--- config.mk ---
export PLATFORM = sky130hd
export DESIGN_NAME = core_uart_tx
export DESIGN_NICKNAME = d
export VERILOG_FILES = /design/src/rtl/core_uart_tx.sv
export SDC_FILE = /design/constraint.sdc
export NUM_CORES = 1
export LEC_CHECK = 0
export BUFFER_PORTS_ARGS = -buffer_cell sky130_fd_sc_hd__buf_2
export CELL_PAD_IN_SITES_DETAIL_PLACEMENT = 1
export CELL_PAD_IN_SITES_GLOBAL_PLACEMENT = 1
export CORE_MARGIN = 2
export CORE_UTILIZATION = 30
export CTS_CLUSTER_SIZE = 16
export DETAILED_ROUTE_END_ITERATION = 6
export MAX_ROUTING_LAYER = met4
export PLACE_DENSITY_LB_ADDON = 0.1
export SLEW_MARGIN = 20
export SYNTH_ARGS = -nofsm -noshare
export SYNTH_HDL_FRONTEND = slang
export SYNTH_SLANG_ARGS = --single-unit
--- constraint.sdc ---
create_clock -name CLK -period 2.2 [get_ports CLK]
set_clock_uncertainty 0.1 [all_clocks]
set_input_delay 0.22 -clock CLK [delete_from_list [all_inputs] [get_ports CLK]]
set_output_delay 0.22 -clock CLK [all_outputs]
set_load 0.02 [all_outputs]
--- src/rtl/core_uart_tx.sv ---
// 8N1 UART transmitter for the core's OUT instruction, with one holding register by default.
// Define CORE_UART_TX_FIFO_EN to buffer pending bytes in a FIFO_DEPTH-entry FIFO instead.
module core_uart_tx #(
    parameter int CLKS_PER_BIT = 868,
    parameter int FIFO_DEPTH   = 4
) (
    input  logic       CLK,
    input  logic       RST_N,
    input  logic [7:0] OUTDATA,
    input  logic       OUTE,
    output logic       OUT_BUSY,
    output logic       TX_IDLE,
    output logic       TXD
);

    localparam int CW = $clog2(CLKS_PER_BIT);
    localparam logic [CW-1:0] BAUD_MAX = CW'(CLKS_PER_BIT - 1);

    typedef enum logic [1:0] {IDLE, START, DATA, STOP} state_t;

    state_t        state_q, state_d;
    logic [CW-1:0] baud_q, baud_d;
    logic [2:0]    bit_idx_q, bit_idx_d;
    logic [7:0]    shift_q, shift_d;
    logic          txd_q, txd_d;
    logic          busy_q, busy_d;
    logic          idle_q, idle_d;

    logic          accept, pop, pending, pending_d;
    logic [7:0]    head_data;

    assign accept = RST_N && OUTE && !busy_q;
    assign pop    = (state_q == IDLE) && pending;

`ifdef CORE_UART_TX_FIFO_EN
    localparam int PW = $clog2(FIFO_DEPTH);
    localparam int NW = PW + 1;

    logic [7:0]    mem_q [FIFO_DEPTH];
    logic [PW-1:0] wr_ptr_q, rd_ptr_q;
    logic [NW-1:0] count_q, count_d;

    assign pending   = (count_q != '0);
    assign head_data = mem_q[rd_ptr_q];
    assign count_d   = count_q + NW'(accept) - NW'(pop);
    assign pending_d = (count_d != '0);
    // A full FIFO stays busy through a pop edge; the slot frees only after it.
    assign busy_d    = (count_d == NW'(FIFO_DEPTH));

    // NOTE: storage has no reset; emptiness is carried by the pointers and count alone.
    always_ff @(posedge CLK) begin
        if (accept) mem_q[wr_ptr_q] <= OUTDATA;
    end

    always_ff @(posedge CLK) begin
        if (!RST_N) begin
            wr_ptr_q <= '0;
            rd_ptr_q <= '0;
            count_q  <= '0;
        end else begin
            if (accept) wr_ptr_q <= wr_ptr_q + PW'(1);
            if (pop)    rd_ptr_q <= rd_ptr_q + PW'(1);
            count_q <= count_d;
        end
    end
`else
    localparam int unused_fifo_depth = FIFO_DEPTH;

    logic [7:0] hold_q;
    logic       hold_valid_q, hold_valid_d;

    assign pending      = hold_valid_q;
    assign head_data    = hold_q;
    assign hold_valid_d = accept || (hold_valid_q && !pop);
    assign pending_d    = hold_valid_d;
    // A byte held while IDLE leaves on the next edge, so a new one may land alongside it.
    assign busy_d       = hold_valid_d && (state_d != IDLE);

    always_ff @(posedge CLK) begin
        if (!RST_N) begin
            hold_q       <= '0;
            hold_valid_q <= 1'b0;
        end else begin
            if (accept) hold_q <= OUTDATA;
            hold_valid_q <= hold_valid_d;
        end
    end
`endif

    // NOTE: every next-state signal takes its current value first, so no path infers a latch.
    always_comb begin
        state_d   = state_q;
        baud_d    = baud_q;
        bit_idx_d = bit_idx_q;
        shift_d   = shift_q;
        txd_d     = txd_q;
        case (state_q)
            IDLE: begin
                if (pending) begin
                    state_d = START;
                    shift_d = head_data;
                    txd_d   = 1'b0;
                    baud_d  = '0;
                end
            end
            START: begin
                if (baud_q == BAUD_MAX) begin
                    state_d   = DATA;
                    baud_d    = '0;
                    bit_idx_d = '0;
                    txd_d     = shift_q[0];
                end else begin
                    baud_d = baud_q + CW'(1);
                end
            end
            DATA: begin
                if (baud_q == BAUD_MAX) begin
                    baud_d    = '0;
                    bit_idx_d = bit_idx_q + 3'd1;
                    shift_d   = {1'b0, shift_q[7:1]};
                    if (bit_idx_q == 3'd7) begin
                        state_d = STOP;
                        txd_d   = 1'b1;
                    end else begin
                        txd_d = shift_q[1];
                    end
                end else begin
                    baud_d = baud_q + CW'(1);
                end
            end
            STOP: begin
                if (baud_q == BAUD_MAX) begin
                    state_d = IDLE;
                    baud_d  = '0;
                end else begin
                    baud_d = baud_q + CW'(1);
                end
            end
            default: state_d = IDLE;
        endcase
        idle_d = (state_d == IDLE) && !pending_d;
    end

    // NOTE: sequential state uses non-blocking assignments so all registers update together.
    always_ff @(posedge CLK) begin
        if (!RST_N) begin
            state_q   <= IDLE;
            baud_q    <= '0;
            bit_idx_q <= '0;
            shift_q   <= '0;
            txd_q     <= 1'b1;
            busy_q    <= 1'b0;
            idle_q    <= 1'b1;
        end else begin
            state_q   <= state_d;
            baud_q    <= baud_d;
            bit_idx_q <= bit_idx_d;
            shift_q   <= shift_d;
            txd_q     <= txd_d;
            busy_q    <= busy_d;
            idle_q    <= idle_d;
        end
    end

    assign OUT_BUSY = busy_q;
    assign TX_IDLE  = idle_q;
    assign TXD      = txd_q;

endmodule

== Word-level counts from Yosys, hierarchy flattened ==
Cells that the tools add are included.
Operators by class
  equal/unequal tests: 8
  $add $sub $neg: 2
  reduce and logical (&&, ||, !) cells: 20
  mux-type cells: 20
Operator list (count)
  two-way mux 10 bit: 2
  case mux 10 bit (2 select lines): 1
  two-way mux 8 bit: 2
  case mux 8 bit (2 select lines): 1
  adder 10 x 1 -> 10 bit, second input constant: 1
  equality test 10 bit, second input constant: 1
  two-way mux 2 bit: 5
  case mux 2 bit (4 select lines): 1
  logical AND 1 bit: 6
  two-way mux 3 bit: 2
  != test 2 bit, second input constant: 3
  case mux 3 bit (2 select lines): 1
  AND reduction 3 bit: 2
  nonzero test 2 bit: 3
  equality test 2 bit, second input constant: 2
  logical NOT 2 bit: 2
  two-way mux 1 bit: 4
  AND reduction 4 bit: 1
  adder 3 x 1 -> 3 bit, second input constant: 1
  equality test 3 bit, second input constant: 1
  logical NOT 1 bit: 3
  case mux 1 bit (3 select lines): 1
  nonzero test 3 bit: 1
  OR reduction 3 bit: 1
  2 further kinds: 2
Storage, ports and cells
  input port bits: 11
  logic and storage cells: 59
  flip-flop bits (word level): 35

== Longest topological paths before layout ==
Gate-level depths: netlist of the first run.
  depth in word-level cells: 7
  depth in mapped cells: 8

== Worst setup path after synthesis of the first run ==
No wires, ideal clock.
  path kind: reg-to-reg
  start: register baud_q[0]
  end: register idle_q (netlist: TX_IDLE)
  buffers on the path: 0
  clock period less this slack: 1.890 ns
  arrival time: 1.720 ns
  data required time: 2.030 ns
  library setup time: 0.070 ns
  stages on the path, launching flop included: 7
  path slack: 0.310 ns
  path through: dfxtp_1 -> ha_1 -> nand4b_1 -> nor3_4 -> nor4_2 -> or4_1 -> a21oi_1
On the way
  cells in the longest elaborated chain, start to end: 5
  elaborated cells on any way between the ends: 7
  those cells by class: 1 x eq/ne; 4 x mux; 2 x reduce/logical
RTL lines
  start: declaration: RTL line 22  | logic [CW-1:0] baud_q, baud_d;
  start signal: assignment: RTL line 156  | baud_q <= baud_d;
  equality test 10 bit (*): RTL line 107, 117, 132
  two-way mux 2 bit (on tied branches): RTL line 132, 107, 117
  case mux 2 bit (4 select lines) (*): RTL line 97  | case (state_q)
  logical NOT 2 bit (*): RTL line 141  | idle_d = (state_d == IDLE) && !pending_d;
  logical AND 1 bit (*): RTL line 141
  end signal: assignment: RTL line 161  | idle_q <= idle_d;
  end: declaration: RTL line 27  | logic idle_q, idle_d;
Every way passes the cells marked *; elsewhere a longest branch is shown, timed or not.
A chain may end at the register's enable or synchronous reset.

== Worst setup path in the final report of the first run ==
  start: register baud_q[2]
  end: register idle_q (netlist: TX_IDLE)
Same word-level chain as after synthesis.

==> results of run 1 <==
metrics by stage:
step           total power, W  util, %
6_report             0.001659    35.09
5_1_grt              0.001784    35.09
4_1_cts              0.001688    34.84
3_5_place_dp         0.001215    33.29
3_3_place_gp         0.001196    33.29
2_1_floorplan        0.001093        -
cells in the mapped netlist, types with 2 or more instances:
master	number	area [um^2]
a21boi_0	10	75.07
xnor2_1	3	26.28
clkbuf_8	2	27.53
and2_1	2	12.51
nor3_1	3	15.01
nand3_1	3	15.01
o31a_2	2	20.02
nand2_1	37	138.9
nor2_1	14	52.55
clkbuf_1	2	7.510
xor2_1	6	52.55
o211a_1	7	70.07
o21ai_0	7	35.03
mux2i_1	7	70.07
o21a_1	2	15.01
dfxtp_1	35	700.7
nor2b_1	5	31.28
buf_1	2	7.510
inv_1	5	18.77
a32oi_1	2	17.52
a21oi_1	2	10.01
ha_1	8	100.1
report_power, final:
group          internal, W  switching (W)  leakage [nW]
clock network     0.000221       0.000241        0.0412
registers         0.000725      0.0000598         0.288
logic             0.000168       0.000244         0.452
worst min-delay path by stage:
stage	from	endpoint	slack, ps	depth (start not counted)
after floorplan	OUTDATA[7]	head_data[7]$_SDFFE_PN0P_	260	2
after global placement	head_data[7]$_SDFFE_PN0P_	head_data[7]$_SDFFE_PN0P_	360	2
after detailed placement	head_data[7]$_SDFFE_PN0P_	head_data[7]$_SDFFE_PN0P_	360	2
after CTS	OUTDATA[2]	head_data[2]$_SDFFE_PN0P_	70	3
after global routing	OUTDATA[2]	head_data[2]$_SDFFE_PN0P_	70	3
final	OUTDATA[2]	head_data[2]$_SDFFE_PN0P_	70	3
flip-flops by register name, indices dropped and copies added (netlist names):
register	flops
state_q	2
baud_q	10
hold_valid_q	1
OUT_BUSY	1
TX_IDLE	1
head_data	8
bit_idx_q	3
shift_q	8
TXD	1
per-layer routing:
metal / GRT usage (%) / vias up
li1: - / 665
met1: 15.45 / 638
met4: 5.172 / 0
met5: - / -
met2: 22.71 / 11
met3: 3.977 / 6
cell type report:
type / count / area (um^2) / area share [%]
sequential: 35 / 704.4 / 36.68
tap: 72 / 90.09 / 4.691
timing repair buffer: 19 / 110.1 / 5.733
clock inverter: 2 / 12.51 / 0.6515
inverter: 5 / 18.77 / 0.9772
multi-input combinational: 136 / 912.1 / 47.49
clock buffer: 6 / 72.57 / 3.779
repair_timing:
| action | in CTS | in global routing |
|---|---|---|
| resized for setup | 0 | 5 |
| endpoints found under the setup margin | 0 | 5 |
| hold buffers | 0 | 0 |
| setup buffers | 0 | 0 |
placed cells by master (no fill, tap or decap), types with 2 or more instances in the layout:
cell,count
nand2_1,37
dfxtp_1,32
nor2_1,14
buf_2,13
a21boi_0,10
ha_1,8
o21ai_0,7
mux2i_1,7
o211a_1,7
xor2_1,6
buf_4,6
inv_1,5
nor2b_1,5
clkbuf_8,5
nor3_2,3
nand3_1,3
xnor2_1,3
dfxtp_2,3
o21a_1,2
a21oi_1,2
o31a_2,2
and2_1,2
a32oi_1,2
critical path, cell delays in order (launching register included):
cell and delay, ps:
dfxtp_2 350, or3_4 410, nor3_4 390, nor4_2 100
or4_1 500, a21oi_1 150
cell families after synthesis:
logic type                 after synthesis  synth area share (%)
muxes                                    7                 4.142
and+or+nand+nor                         75                 21.89
AOI/OAI and AO/OA                       37                 16.72
adders and majority gates                8                 5.917
buffers and inverters                   14                 5.252
DFF                                     35                 41.42
xor gates and xnor gates                 9                 4.660
==> impl_metrics.py, run 1 <==
metrics = {
    "route": {
        "maxUsedRoutingLayer": "met4",
        "detail-route-antenna-nets": 0,
        "drtPass1Iterations": 3,
        "met1Wirelength_mm": 1.690,
        "finalWirelength_mm": 3.690,
        "drc_errors": 0,
        "met2_length_mm": 1.846,
        "wire_per_inst_um": 13.42,
        "initialDrtViolationCount": 32,
        "viasPerCell": 4.800,
        "vias": 1320,
        "wl_met3_um": 91,
    },
    "status": {
        "status": "finished, final reports clean",
    },
    "logic_synthesis": {
        "ys.flop_type": "dfxtp_1",
        "synth-edff-count": 0,
        "synth_area_um2": 1692,
        "synth.ff_latch_count": 35,
        "yosysWarnings": 0,
        "synth_area_per_cell_um2": 9.144,
        "synth_seq_area_share_pct": 41.42,
        "async_flop_share_pct": 0,
        "postSynthCellCount": 185,
        "syn_nets": 204,
        "synth_cell_types": 41,
    },
    "run": {
        "max-cap-violations": 0,
    },
    "clock_tree": {
        "cts_root_buffer": "clkbuf_8",
        "cts_buffer_depth": 2,
        "cts_buffers": 5,
        "cts_num_sinks": 35,
        "cts_tree": "built",
        "h-tree-depth": 2,
        "clk_latency_ps": 290,
        "cts.clk_slew.worst_paths_ps": 80,
    },
    "finish": {
        "finalNonFillerCells": 275,
        "stdcell_area_um2": 1921,
        "fillers": 678,
        "layout.nets": 221,
        "synthToLayoutAreaGrowth_pct": 13.54,
        "n_antenna_cell": 0,
        "layout-drive-gt1-share_pct": 19.21,
    },
    "worst_setup_path": {
        "required_ps": 2320,
        "endpoint_kind": "flop",
        "timing.setup.critical_path_class": "flop to flop",
        "rr_worst_depth": 5,
        "crit_start": "baud_q[2]$_SDFFE_PN0P_",
        "rrSetupSlack_ps": 140,
        "rr_startpoint": "baud_q[2]$_SDFFE_PN0P_",
        "cp_data_arrival_time_ps": 2180,
        "endpoint": "TX_IDLE$_SDFF_PN1_",
        "critPathMaxFanout": 10,
        "start_kind": "flop",
        "r2r_end": "TX_IDLE$_SDFF_PN1_",
    },
    "sta": {
        "layout_min_cycle_time_ps": 2064,
        "tightest_slew_ps": 576.8,
        "finalSetupViolations": 0,
        "drv_slew": 0,
        "rsz0062_at_grt": "no",
        "tns_ps": 0,
        "hold_ws_ps": 74.64,
        "fin_ws_ps": 135.8,
        "hold_violations": 0,
        "slew_headroom_pct": 61.47,
        "finalCritPeriodShare_pct": 93.83,
        "max_freq_mhz": 484.4,
    },
    "grt": {
        "grt_pass1_vias": 1394,
        "grt_pass1_wl_mm": 6.465,
        "antenna_found_initial": 0,
        "grt_overflow": 0,
        "grt_max_degree": 26,
        "grt_use_total_pct": 13.61,
    },
    "place": {
        "hpwl_mm": 2.789,
        "place_congestion": 0.7465,
        "portBuffers": 13,
        "place_ws_ps": 78.65,
        "dpl_cell_area_um2": 1822,
        "dp.cells": 267,
    },
    "power": {
        "p_leak_nw": 0.7808,
        "vdd_drop_max_uv": 407.7,
        "p_per_area_nw_per_um2": 863.7,
    },
    "min_path": {
        "min_path_type": "primary input to flop",
    },
    "die": {
        "boundaryPins": 14,
        "die_h_um": 79.09,
        "rows": 27,
        "initial_core_util_pct": 30.91,
        "core-area_um2": 5473,
        "die_w_um": 79.09,
        "dieArea_um2": 6255,
    },
}
(Power assumes the default switching activity.)
==> inputs of run 2 (changes only) <==
--- a/config.mk
+++ b/config.mk
@@ -9,7 +9,7 @@
 export CELL_PAD_IN_SITES_DETAIL_PLACEMENT = 1
 export CELL_PAD_IN_SITES_GLOBAL_PLACEMENT = 1
 export CORE_MARGIN = 2
-export CORE_UTILIZATION = 30
+export CORE_UTILIZATION = 45
 export CTS_CLUSTER_SIZE = 16
 export DETAILED_ROUTE_END_ITERATION = 6
 export MAX_ROUTING_LAYER = met4
==> run 2 against run 1 <==
  * Sequential cell count unchanged
  * Combinational power increased by 5.6%
  * First-iteration DRC count increased by 31%
  * Clock power increased by 28%
  * Via count increased by 3.1%
  * Non-clock buffer count increased by 3
  * Critical path depth increased by 1
  * Hold slack improved by 2.2 ps
  * Count of clock-buffer cells in the layout unchanged
  * Fmax increased by 1.8%
  * Worst setup slack improved by 37 ps
  * Design area increased by 0.59%
  * Critical endpoint unchanged
==> impl_metrics.py, run 2 (synthesis gave the netlist of run 1 again) <==
metrics = {
    "worst_setup_path": {
        "endpoint_kind": "flop",
        "crit_chain": "ha_1, nand4b_1, nor3_4, nor4_2, or4_1, a21oi_1",
        "start_kind": "flop",
        "critPathMaxFanout": 6,
        "rrSetupSlack_ps": 170,
        "cp_data_arrival_time_ps": 2150,
        "critical-path-top-delay-family": "simple AND/OR/NAND/NOR gates",
        "required_ps": 2320,
        "worst-path-buf-inv": 0,
        "cpPeakStageDelay_ps": 510,
        "timing.setup.critical_path_class": "flop to flop",
        "critPathSlowestCell": "or4_1",
    },
    "finish": {
        "final_common_cell": "nand2_1",
        "layout-drive-gt1-share_pct": 18.45,
        "synthToLayoutAreaGrowth_pct": 14.20,
        "top_register": "baud_q",
        "largest_register_ffs": 10,
        "layout.nets": 224,
        "final_cell_mix": "37 x nand2_1, 35 x dfxtp_1, 14 x nor2_1",
        "n_antenna_cell": 0,
        "stdcell_area_um2": 1932,
    },
    "route": {
        "vias": 1361,
        "finalWirelength_mm": 3.605,
        "drc_errors": 0,
        "initialDrtViolationCount": 42,
        "drtPass1Iterations": 4,
        "viasPerCell": 5.358,
        "detail-route-antenna-nets": 0,
        "wire_per_inst_um": 14.19,
    },
    "clock_tree": {
        "cts_setup_buffers": 0,
        "h-tree-depth": 2,
        "clk_latency_ps": 290,
        "cts_num_sinks": 35,
        "cts.clk_slew.worst_paths_ps": 70,
        "cts_root_buffer": "clkbuf_8",
        "cts_resized": 0,
        "postCtsHoldBufs": 0,
        "cts_tree": "built",
        "cts_buffer_depth": 2,
        "cts_buffers": 5,
    },
    "place": {
        "dpl_cell_area_um2": 1814,
        "hpwl_mm": 2.664,
        "place_congestion": 0.7927,
        "portBuffers": 13,
    },
    "grt": {
        "grt_overflow": 0,
        "antenna_found_initial": 0,
        "grt_use_total_pct": 20.07,
        "grt_pass1_wl_mm": 6.396,
        "grt_pass1_vias": 1446,
        "grt_max_degree": 18,
    },
    "die": {
        "die_w_um": 65.31,
        "initial_core_util_pct": 46.56,
        "core-area_um2": 3633,
        "boundaryPins": 14,
        "dieArea_um2": 4265,
        "rows": 22,
        "die_h_um": 65.31,
    },
    "power": {
        "p_per_area_nw_per_um2": 938.2,
        "vdd_drop_max_uv": 465.6,
        "p_int_w": 0.001267,
        "clkPwrFrac_pct": 32.7,
        "p_leak_nw": 0.8179,
        "switching_share_pct": 30.08,
        "combPwrFrac_pct": 24.0,
        "p_seq_share_pct": 43.2,
        "switching_power_w": 0.0005452,
    },
    "sta": {
        "finalSetupViolations": 0,
        "hold_violations": 0,
        "tns_ps": 0,
        "drv_slew": 0,
        "finalCritPeriodShare_pct": 92.13,
        "rsz0062_at_grt": "no",
        "slew_headroom_pct": 58.11,
        "tightest_slew_ps": 627.1,
        "max_freq_mhz": 493.4,
        "layout_min_cycle_time_ps": 2027,
    },
    "min_path": {
        "min_path_type": "primary input to flop",
    },
    "status": {
        "status": "finished, final reports clean",
    },
    "run": {
        "max-cap-violations": 0,
    },
}
## run 2: final cells by class
type,instances,area [um^2]
sequential,35,700.7
clock inverter,2,35.03
tap,48,60.06
multi-input combinational,136,902.1
inverter,5,18.77
clock buffer,6,82.58
timing repair buffer,22,132.6
fill,453,1702
## run 2: worst reg2reg max path: cells and delay by family (launching register included)
family	cells	cell delay, ps
adder cells (fa/ha/maj)	1	190
AND/OR/NAND/NOR	4	1120
flip-flops	1	400
AO/OA/AOI/OAI	1	150
## run 2: final timing paths
check / startpoint / end / cells after the start
worst min-delay path: OUTDATA[4] / head_data[4]$_SDFFE_PN0P_ / 3
worst max register to register: baud_q[0]$_SDFFE_PN0P_ / TX_IDLE$_SDFF_PN1_ / 6
worst max-delay path: baud_q[0]$_SDFFE_PN0P_ / TX_IDLE$_SDFF_PN1_ / 6
worst min register to register: head_data[1]$_SDFFE_PN0P_ / head_data[1]$_SDFFE_PN0P_ / 2
## run 2: power by group through the flow
stage	combinational (W)	sequential [W]	clock, W
after floorplan	0.000292	0.000801	0
after global placement	0.000411	0.000790	0
after detailed placement	0.000433	0.000796	0
after CTS	0.000441	0.000783	0.000614
after global routing	0.000502	0.000796	0.000631
final	0.000435	0.000784	0.000593
## run 2: per-stage QoR
| step | total power [W] | hold slack, ps | std cells | util, % | setup WS [ps] |
|---|---|---|---|---|---|
| 3_5_place_dp | 0.001229 | 357.5 | 246 | 49.93 | 209.6 |
| 2_1_floorplan | 0.001093 | 264.9 | 185 | - | 310.1 |
| 5_1_grt | 0.001928 | 80.25 | 254 | 53.17 | 15.92 |
| 4_1_cts | 0.001839 | 67.44 | 254 | 53.17 | 173.1 |
| 3_3_place_gp | 0.001201 | 351.5 | 246 | 49.93 | 280.5 |
| 6_report | 0.001812 | 76.85 | 254 | 53.17 | 173.2 |
## run 2: routing by layer
metal | wire, um | vias to the layer above | GRT usage [%]
li1 | - | 672 | -
met1 | 1586 | 661 | 22.73
met2 | 1826 | 20 | 34.31
met3 | 128 | 8 | 6.164
met4 | 63 | 0 | 5.729
met5 | 0 | - | -
==> inputs of run 3 (changes only) <==
--- a/config.mk
+++ b/config.mk
@@ -5,13 +5,13 @@
 export SDC_FILE = /design/constraint.sdc
 export NUM_CORES = 1
 export LEC_CHECK = 0
-export BUFFER_PORTS_ARGS = -buffer_cell sky130_fd_sc_hd__buf_2
 export CELL_PAD_IN_SITES_DETAIL_PLACEMENT = 1
 export CELL_PAD_IN_SITES_GLOBAL_PLACEMENT = 1
 export CORE_MARGIN = 2
-export CORE_UTILIZATION = 45
+export CORE_UTILIZATION = 47
 export CTS_CLUSTER_SIZE = 16
 export DETAILED_ROUTE_END_ITERATION = 6
+export DONT_BUFFER_PORTS = 1
 export MAX_ROUTING_LAYER = met4
 export PLACE_DENSITY_LB_ADDON = 0.1
 export SLEW_MARGIN = 20
==> run 3 against run 2 <==
  * First-iteration DRC count is 64% higher
  * Worst setup slack worse by 13 ps
  * Sequential cell count stayed put
  * Sequential power is 2.8% higher
  * Utilization is 2.5 points higher
  * Fmax is 0.66% lower
  * Via count is 1.9% lower
==> impl_metrics.py, run 3 (synthesis gave the netlist of run 1 again) <==
metrics = {
    "route": {
        "viasPerCell": 5.427,
        "vias": 1335,
        "drc_errors": 0,
        "drtPass1Iterations": 3,
        "finalWirelength_mm": 3.819,
        "wire_per_inst_um": 15.52,
        "initialDrtViolationCount": 69,
        "detail-route-antenna-nets": 0,
    },
    "clock_tree": {
        "cts_tree": "built",
        "cts.clk_slew.worst_paths_ps": 110,
        "cts_root_buffer": "clkbuf_4",
        "cts_buffer_depth": 2,
        "h-tree-depth": 2,
        "clk_latency_ps": 360,
        "cts_num_sinks": 35,
        "cts_buffers": 5,
    },
    "sta": {
        "slew_headroom_pct": 46.31,
        "finalSetupViolations": 0,
        "rsz0062_at_grt": "no",
        "finalCritPeriodShare_pct": 92.74,
        "tightest_slew_ps": 802.8,
        "layout_min_cycle_time_ps": 2040,
        "drv_slew": 0,
        "max_freq_mhz": 490.1,
        "tns_ps": 0,
        "hold_violations": 0,
    },
    "finish": {
        "layout.nets": 218,
        "n_antenna_cell": 0,
        "final_cell_mix": "37 x nand2_1, 35 x dfxtp_1, 14 x nor2_1",
        "largest_register_ffs": 10,
        "fillers": 389,
        "top_register": "baud_q",
        "stdcell_area_um2": 1888,
        "utilization_pct": 55.70,
        "synthToLayoutAreaGrowth_pct": 11.61,
        "layout-drive-gt1-share_pct": 12.50,
        "final_common_cell": "nand2_1",
    },
    "die": {
        "rows": 21,
        "initial_core_util_pct": 49.91,
        "core-area_um2": 3390,
        "die_w_um": 64.00,
        "boundaryPins": 14,
        "dieArea_um2": 4095,
        "die_h_um": 64.00,
    },
    "power": {
        "switching_share_pct": 35.15,
        "clkPwrFrac_pct": 22.9,
        "p_per_area_nw_per_um2": 825.8,
        "p_leak_nw": 0.7582,
        "switching_power_w": 0.0005480,
        "combPwrFrac_pct": 25.4,
        "p_int_w": 0.001011,
        "p_seq_share_pct": 51.7,
        "vdd_drop_max_uv": 414.8,
    },
    "worst_setup_path": {
        "r2r_end": "TX_IDLE$_SDFF_PN1_",
        "required_ps": 2380,
        "rrSetupSlack_ps": 160,
        "cp_data_arrival_time_ps": 2220,
        "rr_worst_depth": 6,
        "endpoint_kind": "flop",
        "timing.setup.critical_path_class": "flop to flop",
        "critPathMaxFanout": 4,
        "start_kind": "flop",
        "rr_startpoint": "baud_q[0]$_SDFFE_PN0P_",
    },
    "place": {
        "place_congestion": 0.8409,
        "hpwl_mm": 2.653,
        "portBuffers": 0,
        "dpl_cell_area_um2": 1732,
    },
    "status": {
        "status": "finished, final reports clean",
    },
    "grt": {
        "grt_use_total_pct": 22.50,
        "grt_pass1_wl_mm": 6.617,
        "grt_overflow": 0,
        "grt_max_degree": 25,
        "antenna_found_initial": 0,
        "grt_pass1_vias": 1454,
    },
    "min_path": {
        "hp-start": "OUTE",
        "min_path_type": "primary input to flop",
        "holdPathStages": 3,
        "holdPathEnd": "OUT_BUSY$_SDFF_PN0_",
    },
    "run": {
        "max-cap-violations": 0,
    },
}
## run 3: cell count changes in the layout (fill, tap and decap cells not counted), sizes merged
cell         delta
buf            -15
bufinv          -1
clkinvlp        +2
clkbuf          -1
dlygate4sd3     +9
## run 3: worst max path at each step
stage | startpoint | endpoint | cells past startpoint
final | baud_q[0]$_SDFFE_PN0P_ | TX_IDLE$_SDFF_PN1_ | 6
after global placement | baud_q[0]$_SDFFE_PN0P_ | TX_IDLE$_SDFF_PN1_ | 6
after global routing | baud_q[0]$_SDFFE_PN0P_ | TX_IDLE$_SDFF_PN1_ | 6
after detailed placement | baud_q[0]$_SDFFE_PN0P_ | TX_IDLE$_SDFF_PN1_ | 6
after CTS | baud_q[0]$_SDFFE_PN0P_ | TX_IDLE$_SDFF_PN1_ | 6
after floorplan | baud_q[0]$_SDFFE_PN0P_ | TX_IDLE$_SDFF_PN1_ | 6
## run 3: worst max-delay path, stage by stage (launching register included)
cell and delay (ps):
dfxtp_1 410, ha_1 200, nand4b_1 190, nor3_4 240, nor4_2 90, or4_1 530, a21oi_2 200
## run 3: cell type report
class / instances / area [um^2] / share of cell area (%)
multi-input combinational: 136 / 910.9 / 48.24
sequential: 35 / 700.7 / 37.11
timing repair buffer: 16 / 142.6 / 7.555
tap: 46 / 57.56 / 3.048
clock buffer: 5 / 37.54 / 1.988
clock inverter: 3 / 20.02 / 1.060
inverter: 5 / 18.77 / 0.9940
## run 3: layer usage
layer	GRT usage (%)	wire, um
met5	-	0
met4	8.967	75
met3	7.746	142
met2	38.41	1955
met1	23.76	1646
## run 3: timing repair
action / 4_1_cts / 5_1_grt
hold buffers: 9 / 0
gates resized for setup: 0 / 2
setup endpoints to repair: 0 / 1
setup buffers: 0 / 0
endpoints found under the hold margin: 25 / 0
## run 3: stage by stage
step / hold WS (ps) / cells / setup slack (ps) / total power [W]
after floorplan: 264.9 / 185 / 310.1 / 0.001093
final: 140.9 / 246 / 159.8 / 0.001559
after detailed placement: 228.3 / 229 / 102.4 / 0.001184
after global routing: 143.2 / 246 / 9.383 / 0.001669
after global placement: 216.6 / 229 / 133.2 / 0.001161
after CTS: 129.6 / 246 / 49.40 / 0.001561
## run 3: power groups by stage
stage	Combinational [W]	Clock, W	Sequential [W]
floorplan	0.000292	0	0.000801
global placement	0.000345	0	0.000816
detailed placement	0.000366	0	0.000818
CTS	0.000384	0.000372	0.000806
global route	0.000448	0.000402	0.000819
finish	0.000396	0.000358	0.000806
